`src/rtl/knob_counter.sv`:
```
// rtl/knob_counter.sv - groups encoder pulses into detents and steps a bounded setting
// Speed-accelerated steps; saturating or wrapping range.
module knob_counter #(
  parameter int WIDTH             = 8,
  parameter int MIN               = 0,
  parameter int MAX               = 255,
  parameter int INIT              = 0,
  parameter int PULSES_PER_DETENT = 4,
  parameter int STEP              = 1,
  parameter int FAST_STEP         = 10,
  parameter int FAST_WINDOW       = 2500000,
  parameter int WRAP              = 0
) (
  input  logic             clk,
  input  logic             reset,
  input  logic             cw,
  input  logic             ccw,
  input  logic             clear,
  output logic [WIDTH-1:0] value,
  output logic             changed,
  output logic             dir
);

  localparam int VW = WIDTH + 1;
  localparam int GW = $clog2(FAST_WINDOW + 2);

  localparam logic [VW-1:0]    MIN_V   = VW'(MIN);
  localparam logic [VW-1:0]    MAX_V   = VW'(MAX);
  localparam logic [VW-1:0]    RANGE_V = VW'(MAX - MIN + 1);
  localparam logic [VW-1:0]    STEP_V  = VW'(STEP);
  localparam logic [VW-1:0]    FAST_V  = VW'(FAST_STEP);
  localparam logic [WIDTH-1:0] INIT_V  = WIDTH'(INIT);
  localparam logic [GW-1:0]    FW_G    = GW'(FAST_WINDOW);
  localparam logic signed [4:0] PPD_P  = 5'(PULSES_PER_DETENT);
  localparam logic signed [4:0] PPD_N  = 5'(-PULSES_PER_DETENT);

  logic signed [4:0] acc;
  logic signed [4:0] acc_inc;
  logic [GW-1:0]     gap;
  logic              valid;

  logic              up_det;
  logic              dn_det;
  logic              detent;
  logic              fast;
  logic [VW-1:0]     cur;
  logic [VW-1:0]     step;
  logic [VW-1:0]     sum;
  logic [VW-1:0]     nv;

  always_comb begin
    acc_inc = acc;
    if (cw && !ccw) begin
      acc_inc = acc + 5'sd1;
    end else if (ccw && !cw) begin
      acc_inc = acc - 5'sd1;
    end
    up_det = (acc_inc == PPD_P);
    dn_det = (acc_inc == PPD_N);
    detent = up_det || dn_det;

    // gap+1 is the number of edges since the last detent; equal to the window counts as slow
    fast = valid && (up_det == dir) && ((gap + GW'(1)) < FW_G);
    step = fast ? FAST_V : STEP_V;
    cur  = {1'b0, value};
    sum  = cur + step;

    nv = cur;
    if (up_det) begin
      if (sum > MAX_V) begin
        nv = (WRAP != 0) ? (sum - RANGE_V) : MAX_V;
      end else begin
        nv = sum;
      end
    end else if (dn_det) begin
      if (cur < (MIN_V + step)) begin
        nv = (WRAP != 0) ? (cur + RANGE_V - step) : MIN_V;
      end else begin
        nv = cur - step;
      end
    end
  end

  always_ff @(posedge clk) begin
    if (reset) begin
      value   <= INIT_V;
      changed <= 1'b0;
      dir     <= 1'b0;
      acc     <= '0;
      gap     <= FW_G;
      valid   <= 1'b0;
    end else if (clear) begin
      value   <= INIT_V;
      changed <= (value != INIT_V);
      acc     <= '0;
      gap     <= FW_G;
      valid   <= 1'b0;
    end else begin
      changed <= 1'b0;
      if (detent) begin
        value   <= nv[WIDTH-1:0];
        changed <= (nv != cur);
        dir     <= up_det;
        valid   <= 1'b1;
        acc     <= '0;
        gap     <= '0;
      end else begin
        acc <= acc_inc;
        if (gap < FW_G) begin
          gap <= gap + GW'(1);
        end
      end
    end
  end

endmodule

```
`config.mk`:
```
export PLATFORM = sky130hd
export DESIGN_NAME = knob_counter
export DESIGN_NICKNAME = d
export VERILOG_FILES = /design/src/rtl/knob_counter.sv
export SDC_FILE = /design/constraint.sdc
export NUM_CORES = 1
export LEC_CHECK = 0
export BUFFER_PORTS_ARGS = -buffer_cell sky130_fd_sc_hd__buf_4
export CAP_MARGIN = 20
export CORE_MARGIN = 10
export CORE_UTILIZATION = 55
export CTS_CLUSTER_DIAMETER = 40
export DETAILED_ROUTE_END_ITERATION = 12
export GPL_TIMING_DRIVEN = 0
export PLACE_DENSITY = 0.71
export SLEW_MARGIN = 20
export SYNTH_ARGS = -nofsm -noshare
export SYNTH_HDL_FRONTEND = slang
export SYNTH_SLANG_ARGS = --single-unit
```
`constraint.sdc`:
```
create_clock -name clk -period 5.7 [get_ports clk]
set_input_delay 0.855 -clock clk [delete_from_list [all_inputs] [get_ports clk]]
set_output_delay 0.855 -clock clk [all_outputs]
set_load 0.02 [all_outputs]
```
* After elaboration in Yosys (flattened, before gate mapping) *
Cells that the tools add are included.
W data, S select, Z words.

operators by class
  add/sub/neg operators = 5
  order comparisons = 4
  equality and inequality tests = 4
  muxes and demuxes = 11
  bitwise operators = 1
  reductions and logical operators = 12

operators by type and width
  kind                     count
  $lt A22 B22 Y1 const B   2
  $mux W22                 2
  $mux W9                  4
  $add A22 B1 Y22 const B  1
  $mux W5                  2
  $add A8 B4 Y9            1
  $gt A9 B8 Y1 const B     1
  $ne A9 B8 Y1             1
  $sub A8 B4 Y9            1
  $lt A8 B4 Y1             1
  $reduce_bool A8 Y1       1
  $add A5 B2 Y5 const B    1
  $eq A5 B3 Y1 const B     1
  $eq A5 B4 Y1 const B     1
  $sub A5 B2 Y5 const B    1
  $logic_and A1 B1 Y1      4
  $mux W4                  1
  $reduce_or A3 Y1         1
  $logic_not A1 Y1         2
  $mux W1                  2
  $reduce_and A2 Y1        1
  $reduce_bool A2 Y1       1
  $reduce_or A2 Y1         1
  $eq A1 B1 Y1             1
  other kinds (2)          2

storage, ports and cells
  register bits after elaboration = 38
  bits of input ports = 5
  output and inout port bits = 10
  word-level logic and storage cells = 44

* Longest topological paths before layout *
Gate-level depths: netlist of the first run.

  depth after elaboration = 16
  gate-level depth with buffers = 20
  depth with buffers taken out = 19

* Least setup slack after synthesis of the first run *
OpenSTA, ideal clock, no wires.

  path kind = input-to-reg
  start point = input cw
  end point = register changed
  library setup time = 0.140 ns
  data arrival time = 4.527 ns
  required time = 5.560 ns
  setup slack = 1.032 ns
  stages = 18
  buffers on the path = 2
  cells stage by stage = buf_6 -> and3_4 -> a221o_1 -> a22o_1 -> nor2_2 -> buf_2 -> xnor2_1 -> nand4_1 -> ha_1 -> fa_1 -> and3b_1 -> o21a_1 -> a21oi_1 -> xnor2_1 -> o21ai_0 -> a22o_1 -> nor4_1 -> a41oi_2

between the ends
  cells in the longest elaborated chain, start to end = 16
  elaborated cells between the ends (all ways) = 23
  those cells by class = 2 x add/sub; 2 x order compare; 4 x eq/ne; 9 x mux; 6 x reduce/logical

RTL lines
  item                                            line    source
  start, declared                                 16      input logic cw,
  $logic_not A1 Y1                                55      end else if (ccw && !cw) begin
  $logic_and A1 B1 Y1                             55
  $mux W5                                         55
  $mux W5 (*)                                     53      if (cw && !ccw) begin
  $eq A5 B4 Y1                                    58      up_det = (acc_inc == PPD_P);
  $eq A1 B1 Y1                                    63      fast = valid && (up_det == dir) && ((gap + GW'(1)) < FW_G);
  $logic_and A1 B1 Y1 (2 in series)               63
  $mux W4                                         64      step = fast ? FAST_V : STEP_V;
  $add A8 B4 Y9, or another cell as far along     66      sum = cur + step;
  $gt A9 B8 Y1 / $mux W9 (equally long branches)  70, 76
  $mux W9, on equally long branches               70, 75
  $mux W9                                         69      if (up_det) begin
  $ne A9 B8 Y1                                    102     changed <= (nv != cur);
  $mux W1 (*)                                     100     if (detent) begin
  $mux W1 (*)                                     92      end else if (clear) begin
  end signal, assigned                            94      changed <= (value != INIT_V);
  end signal, assigned                            102
  end, declared                                   20      output logic changed,

Mark *: on every way between the ends. The rest lies on a longest branch, timed or not.
A chain may end at the register's enable or synchronous reset.

* Worst setup path in the final report of the first run *
Same ends and word-level chain as after synthesis.

==> results of run 1 <==
==> metrics by stage <==
step | instance area (sq um) | hold slack [ns] | total power [mW]
4_1_cts | 3130 | 0.500 | 0.606
2_1_floorplan | 2830 | 0.455 | 0.352
3_5_place_dp | 3020 | 0.482 | 0.377
3_3_place_gp | 3020 | 0.470 | 0.376
5_1_grt | 3130 | 0.524 | 0.628
6_report | 3130 | 0.501 | 0.603
==> final timing paths <==
path | endpoint | depth (start not counted) | slack, ns
min reg2reg | valid | 2 | 0.50
min | valid | 2 | 0.50
max reg2reg | changed | 19 | 0.53
max | changed | 19 | 0.45
==> repair_timing <==
action                     CTS  global route
setup endpoints to repair    0             1
hold buffers                 0             0
resized for setup            0             1
==> metal layers <==
layer	up-vias	global-route usage, %	wire, microns
li1	1380	-	-
met1	1267	21.6	3160
met2	62	25.4	3030
met3	8	2.69	345
met4	0	4.70	96
met5	-	0	0
==> report_power, final <==
group	total (mW)	switching [mW]	internal [mW]
sequential	0.277	0.00661	0.271
clock	0.231	0.102	0.129
combinational	0.0943	0.0582	0.0361
total	0.603	0.167	0.436
==> sequential cells by signal, summed over array words and instances (netlist names) <==
register  cells
acc           5
value         8
changed       1
dir           1
gap          22
valid         1
==> critical path, delay by kind of cell <==
kind | cells | cell delay (ns)
AOI/OAI and AO/OA | 7 | 1.60
xor gates and xnor gates | 2 | 0.35
adders and majority gates | 2 | 0.76
and+or+nand+nor | 5 | 1.27
buffers and inverters | 3 | 0.55
==> cells in the final DEF (no fill, tap or decap), types with 5 or more instances in the layout <==
| cell type | synthesis | layout |
|---|---|---|
| buf_4 | 0 | 14 |
| or3_1 | 5 | 5 |
| dfxtp_1 | 38 | 38 |
| a31oi_1 | 5 | 5 |
| xnor2_1 | 5 | 5 |
| nor3_1 | 12 | 11 |
| nand3_1 | 14 | 14 |
| ha_1 | 9 | 9 |
| xor2_1 | 21 | 21 |
| nor2b_1 | 7 | 7 |
| nand4_1 | 13 | 13 |
| clkbuf_8 | 0 | 5 |
| and3_1 | 6 | 6 |
| and3b_1 | 5 | 5 |
| nand2_1 | 39 | 39 |
| o211ai_1 | 6 | 6 |
| nor4_1 | 7 | 7 |
| clkbuf_1 | 15 | 15 |
| nor2_1 | 41 | 41 |
| o21ai_0 | 18 | 18 |
| o21a_1 | 6 | 6 |
| a21oi_1 | 10 | 10 |
| and4_1 | 5 | 5 |
| inv_1 | 9 | 9 |
| a211oi_1 | 5 | 5 |
==> final cells by class <==
type	count	area [sq um]	area share, %
Clock buffer	5	68.8	2.20
Buffer	21	105	3.35
Multi-Input combinational cell	299	1930	61.7
Timing Repair Buffer	14	105	3.35
Tap cell	70	87.6	2.80
Clock inverter	3	40.0	1.28
Inverter	9	33.8	1.08
Sequential cell	38	761	24.3
==> logic make-up (layout without fill, tap and decap cells) <==
group / count (synthesis) / count (layout)
buf+inv: 30 / 52
simple gates: 177 / 177
fa+ha+maj: 11 / 11
mux: 4 / 4
xor+xnor: 26 / 26
flops: 38 / 38
compound gates: 81 / 81
==> metrics.txt, run 1 <==
H-tree levels=2; gpl congestion=0.932; Post-Synth Simple-Gate Area=33.5%; post-synthesis adder-cell area fraction=5.40%; WP data required=5.85 ns; Synth Net Count=383; mux contribution to synthesized area=1.42%; CP max-delay cell=fa_1; Worst setup startpoint=cw; Synth warnings=0; Critical Path AT=5.40 ns; CP Max Fanout=10; Setup TNS=0 ns; Rel. slew slack=55.5%; port buffer count=14; status=finished clean; Chip Width=91.7 microns; Pre-antenna DRT Iters=4; drt initial violations=124; CP max stage delay=0.43 ns; Initial Util=56.1%; post-route ant nets=0; chip height=91.7 microns; Routed WL per cell=14.4 microns; most frequent cells after synthesis=41 x nor2_1, 39 x nand2_1, 38 x dfxtp_1; placed cell count=451; GRT Residual Overflow=0; antenna violations before repair=0; Crit Path Category=primary input to flop; die area=8410 sq um; Worst Setup Start Kind=primary input; post-synthesis cell count=367; main combinational cell family by area after synthesis=simple AND/OR/NAND/NOR gates; clk root buf=clkbuf_8; # diodes=0; vias in the first global route=2,510; core area=5040 sq um; ratio of cells with drive above 1 in the final layout=10.8%; Bufs on Longest Clock Path=2; Peak Freq=0.191 GHz; CTS tree=yes; Fillers=489; Remaining DRCs=0; largest area contributor in the netlist=dfxtp_1; top post-synthesis cells by area=dfxtp_1 27%, xor2_1 6.5%, nor2_1 5.4%; Syn Std Cell Area=2830 sq um; Final WS setup=0.455 ns; worst vdd ir=0.220 mV; Pwr Density=192 nW/um^2; GR Util All Layers=16.0%; largest net degree at the start of global routing=13; Worst-Skew Late Latency=0.30 ns; Final Hold Viols=0; Post-synth EDFFs=0; CP Cell Sequence=buf_4, buf_6, and3_4, a221o_1, a22o_1, nor2_2, buf_2, xnor2_1, nand4_1, ha_1, fa_1, and3b_1, o21a_1, a21oi_1, xnor2_1, o21ai_0, a22o_1, nor4_1, a41oi_2; non-filler cells, final=459; Vias/cell=5.92; max-cap violations=0; Post-Place Worst Slack=0.202 ns; ys async rst share=0%; unrepaired setup endpoints after global routing=no; crit path capture type=flop; final setup vio count=0; fin crit period=5.25 ns; P_leak=1.13 nW; reg2reg start=acc[1]; synthesized area per cell=7.70 sq um; worst min path class=flop to flop; Tcrit/Tclk final=92.0%; Compound-Gate Fraction of Synth Area=19.8%; Clock Skew=0.0112 ns; Routed Wire Length=6.63 mm; synthesis-to-layout area growth=10.8%; Util after Layout=62.1%; max-slew violation count=0; xor and xnor area share after synthesis=8.06%; Post-CTS Repair Setup Buffers=0; num rows=26; Synth Register Bits=38; post-DP HPWL=4.94 mm; clk sink count=38; io pins=15; # nets final=404; Synth cell types=62; ys flop type=dfxtp_1; hold path startpoint=valid; total CTS buffers=5; register area share after synthesis=26.9%; measured slew at the worst slew-check pin=0.665 ns; clk slew on worst S/H paths=0.08 ns; first-pass GRT wire length=11.5 mm; Synth top area share=26.9%; most frequent cell after synthesis=nor2_1; DR vias=2,717
(Power assumes the default switching activity.)
==> run 2, diff against run 1 <==
Settings changed: MAX_ROUTING_LAYER set to met4.
==> run 2 against run 1 <==
Flip-flop and latch count unchanged; sequential share of layout area fell by 0.22 points; count of clock-buffer cells in the layout stayed put; via count hardly changed; highest routed layer unchanged.
==> metrics.txt, run 2 (synthesized netlist as in run 1, its figures left out) <==
CP Cell Sequence=buf_4, buf_6, and3_4, a221o_1, a22o_1, nor2_2, buf_2, xnor2_1, nand4_1, ha_1, fa_1, and3b_1, o21a_1, a21oi_1, xnor2_1, o21ai_0, a22o_1, nor4_1, a41oi_2; clk slew on worst S/H paths=0.08 ns; port buffer count=14; GRT Residual Overflow=0; Clock Skew=0.00660 ns; # diodes=0; Routed Wire Length=6.83 mm; die area=8410 sq um; most common cell after layout, fill and taps aside=nor2_1; most used routing layer=met2; CP max-delay cell=fa_1; worst min path class=flop to flop; Remaining DRCs=0; post-route ant nets=0; max-cap violations=0; Crit Path Category=primary input to flop; first-pass GRT wire length=12.0 mm; Chip Width=91.7 microns; max-slew violation count=0; met3 GRT Util=3.18%; Tcrit/Tclk final=91.6%; ratio of cells with drive above 1 in the final layout=10.8%; Vias/cell=5.92; Sequential Power Share=42.7%; clk sink count=38; met2 GRT Util=26.8%; P_leak=1.14 nW; Bufs on Longest Clock Path=2; routing usage on met1=22.1%; post-DP HPWL=4.95 mm; GR Util All Layers=17.2%; Clk pwr share=42.8%; Bufs and invs on worst path=3; antenna violations before repair=0; chip height=91.7 microns; final setup vio count=0; Top delay family on crit path=compound AO/OA/AOI/OAI gates; Pwr Density=205 nW/um^2; Logic pwr share=14.5%; unrepaired setup endpoints after global routing=no; # nets final=404; Largest regs=gap x22, value x8, acc x5; internal power=0.482 mW; placed cell count=451; H-tree levels=2; largest net degree at the start of global routing=14; measured slew at the worst slew-check pin=0.659 ns; fin crit period=5.22 ns; clk root buf=clkbuf_8; CP max stage delay=0.46 ns; Final WS setup=0.481 ns; drt initial violations=214; core area=5040 sq um; non-filler cells, final=459; total CTS buffers=5; Pwr Total=0.649 mW; Peak Freq=0.192 GHz; Rel. slew slack=55.9%; synthesis-to-layout area growth=11.9%; Net Sw Frac=25.8%; most frequent cells in the layout=41 x nor2_1, 39 x nand2_1, 38 x dfxtp_1, 21 x xor2_1, 18 x o21ai_0; Pre-antenna DRT Iters=5; num rows=26; Worst-Skew Late Latency=0.30 ns; status=finished clean; P_sw=0.167 mW; Post-CTS Repair Setup Buffers=0; Initial Util=56.1%; CTS tree=yes; Setup TNS=0 ns; Routed WL per cell=14.9 microns; DR vias=2,715; Top reg by flops=gap; vias in the first global route=2,599; Worst Setup Start Kind=primary input; io pins=15; crit path capture type=flop; gpl congestion=0.942; CP Max Fanout=10; WP data required=5.85 ns; Critical Path AT=5.37 ns; Final Hold Viols=0; Post-Place Worst Slack=0.242 ns; max reg flops=22; worst vdd ir=0.138 mV
-- run 2: layout make-up --
class / instances / area, sq um
tap: 70 / 87.6
multi-input combinational: 299 / 1930
clock inverter: 3 / 68.8
sequential: 38 / 761
inverter: 9 / 33.8
buffer: 21 / 105
fill: 491 / 1880
clock buffer: 5 / 68.8
timing repair buffer: 14 / 105
-- run 2: power groups by stage --
stage | clock [mW] | combinational [mW] | sequential, mW
6_report | 0.278 | 0.0939 | 0.277
5_1_grt | 0.294 | 0.105 | 0.278
4_1_cts | 0.285 | 0.0936 | 0.277
3_5_place_dp | 0 | 0.0929 | 0.284
3_3_place_gp | 0 | 0.0923 | 0.283
2_1_floorplan | 0 | 0.0684 | 0.283
-- run 2: worst paths after layout --
path / from / to / slack (ns) / cells after the start
max: cw / changed / 0.48 / 19
min: valid / valid / 0.51 / 2
max reg2reg: acc[1] / changed / 0.56 / 19
min reg2reg: valid / valid / 0.51 / 2
-- run 2: through the flow --
stage               util (%)  cell area (sq um)  hold slack, ns
CTS                     62.6               3160           0.511
finish                  62.7               3160           0.506
global placement        59.9               3020           0.472
floorplan                  -               2830           0.455
global route            62.7               3160           0.566
detailed placement      59.9               3020           0.493
-- run 2: timing repair --
item | 4_1_cts | 5_1_grt
endpoints found under the setup margin | 0 | 1
hold buffers | 0 | 0
gates resized for setup | 0 | 1
-- run 2: tightest hold or removal path: stages, from the launching register on --
cell,delay (ns)
dfxtp_1,0.32
nor2_1,0.10
nor2_1,0.04
-- run 2: routing by layer --
layer  share of wire [%]  vias up
li1                    -     1375
met1                  48     1269
met2                  47       66
met3                 4.7        5
met4                0.92        0
met5                   0        -
==> run 3, diff against run 2 <==
Settings changed: CORE_UTILIZATION 55 to 50, PLACE_DENSITY 0.71 to 0.65.
==> run 3 against run 2 <==
Combinational power rose by 0.6%; highest routed layer unchanged; cell area fell by 0.91%; core utilization fell by 5.8 points; clock skew rose by 0.0012 ns; critical endpoint unchanged; sequential power barely moved.
==> metrics.txt, run 3 (synthesized netlist as in run 1, its figures left out) <==
clk slew on worst S/H paths=0.08 ns; placed cell count=453; CP max-delay cell=o21ai_0; Post-CTS Hold Buffers=0; non-filler cells, final=461; Peak Freq=0.191 GHz; Remaining DRCs=0; CP max stage delay=0.50 ns; max-slew violation count=0; Worst-Skew Late Latency=0.29 ns; Initial Util=51.3%; io pins=15; final setup vio count=0; most frequent cells in the layout=41 x nor2_1, 39 x nand2_1, 38 x dfxtp_1, 21 x xor2_1, 18 x o21ai_0; chip height=95.2 microns; Vias/cell=5.77; max-cap violations=0; Routed WL per cell=14.9 microns; WP data required=5.85 ns; port buffer count=14; Fillers=551; area of the multi-input gates=1930 sq um; Pre-antenna DRT Iters=4; post-DP HPWL=5.16 mm; measured slew at the worst slew-check pin=0.648 ns; Final WS setup=0.456 ns; Crit path depth=17; Bufs on Longest Clock Path=2; first-pass GRT wire length=11.5 mm; worst vdd ir=0.156 mV; worst min path class=flop to flop; Chip Width=95.2 microns; Largest regs=gap x22, value x8, acc x5; Bufs and invs on worst path=3; unrepaired setup endpoints after global routing=no; most common cell type on the critical path=o21ai_0; H-tree levels=2; core area=5510 sq um; Clock Skew=0.00783 ns; Tcrit/Tclk final=92.0%; Worst setup endpoint=changed; Routed Wire Length=6.86 mm; status=finished clean; Critical Path AT=5.39 ns; die area=9060 sq um; Reg area=761 sq um; ratio of cells with drive above 1 in the final layout=10.3%; GR Util All Layers=16.0%; Post-CTS Repair Setup Buffers=0; vias in the first global route=2,414; num rows=27; # diodes=0; CTS tree=yes; Post-Place Worst Slack=0.235 ns; reg2reg start=acc[0]; max reg flops=22; Reg2Reg Setup Slack=0.52 ns; largest net degree at the start of global routing=12; cells on worst reg2reg path=18; CP Max Fanout=10; Worst Setup Start Kind=primary input; crit path capture type=flop; Top delay family on crit path=compound AO/OA/AOI/OAI gates; CP Cell Sequence=buf_4, buf_6, and3_4, a221o_1, a22o_1, nor2_2, buf_2, xnor2_1, nand4_1, ha_1, fa_1, and3b_1, o21ai_0, nand2_1, o21ai_0, mux2i_1, a41oi_2; total CTS buffers=5; Crit Path Category=primary input to flop; Resized cells post-CTS=0; Pwr Density=192 nW/um^2; clk root buf=clkbuf_8; Worst R2R End=changed; gpl congestion=0.879; DR vias=2,660; antenna violations before repair=0; clk sink count=38; post-route ant nets=0; synthesis-to-layout area growth=10.8%; Rel. slew slack=56.6%; Setup TNS=0 ns; P_leak=1.12 nW; Final Hold Viols=0; Worst setup startpoint=cw; Top reg by flops=gap; GRT Residual Overflow=0; fin crit period=5.24 ns; # nets final=404; Util after Layout=56.9%; most common cell after layout, fill and taps aside=nor2_1; drt initial violations=85
run 3: cell types whose count changed in the layout (fill, tap and decap cells not counted), sizes merged:
cell	before	now
bufinv	2	1
clkbuf	20	22
clkinv	1	0
run 3: worst reg2reg max path, cell delays in order (launching register included):
cell     delay [ns]
dfxtp_1        0.36
buf_6          0.14
inv_1          0.06
ha_1           0.21
nor2b_1        0.15
a221o_2        0.41
a22o_1         0.27
nor2_2         0.21
buf_2          0.28
xnor2_1        0.18
nand4_1        0.31
ha_1           0.34
fa_1           0.44
and3b_1        0.21
o21ai_0        0.50
nand2_1        0.16
o21ai_0        0.34
mux2i_1        0.30
a41oi_2        0.16
run 3: final cells by class:
cell class	instances	area share, %
plain buffers	21	3.35
repair buffers	14	3.35
inverters	9	1.08
well taps	72	2.88
clock buffers	7	2.44
multi-input cells	299	61.7
clock inverters	1	0.958
flip-flops and latches	38	24.3
run 3: report_power, final:
group          switching, mW  internal (mW)  total (mW)
Combinational         0.0585         0.0360      0.0945
Clock                 0.0984          0.131       0.230
Sequential           0.00678          0.271       0.277
Total                  0.164          0.438       0.602
run 3: how the worst min path moves through the flow:
stage	startpoint	end	slack (ns)	depth (start not counted)
final	valid	valid	0.50	2
after global routing	valid	valid	0.54	2
after CTS	valid	valid	0.51	2
after detailed placement	valid	valid	0.49	2
after global placement	valid	valid	0.47	2
after floorplan	valid	valid	0.45	2
run 3: routing by layer:
metal | up-vias | global-route usage (%) | part of all wire (%)
li1 | 1377 | - | -
met1 | 1218 | 20.3 | 47
met2 | 59 | 25.3 | 48
met3 | 6 | 2.75 | 4.2
met4 | 0 | 5.24 | 0.80
met5 | - | - | 0
run 3: metrics by stage:
stage	cell area [sq um]	hold slack, ns	power (mW)
after detailed placement	3020	0.488	0.378
final	3130	0.499	0.602
after global placement	3020	0.470	0.376
after CTS	3130	0.505	0.611
after global routing	3130	0.539	0.634
after floorplan	2830	0.455	0.352
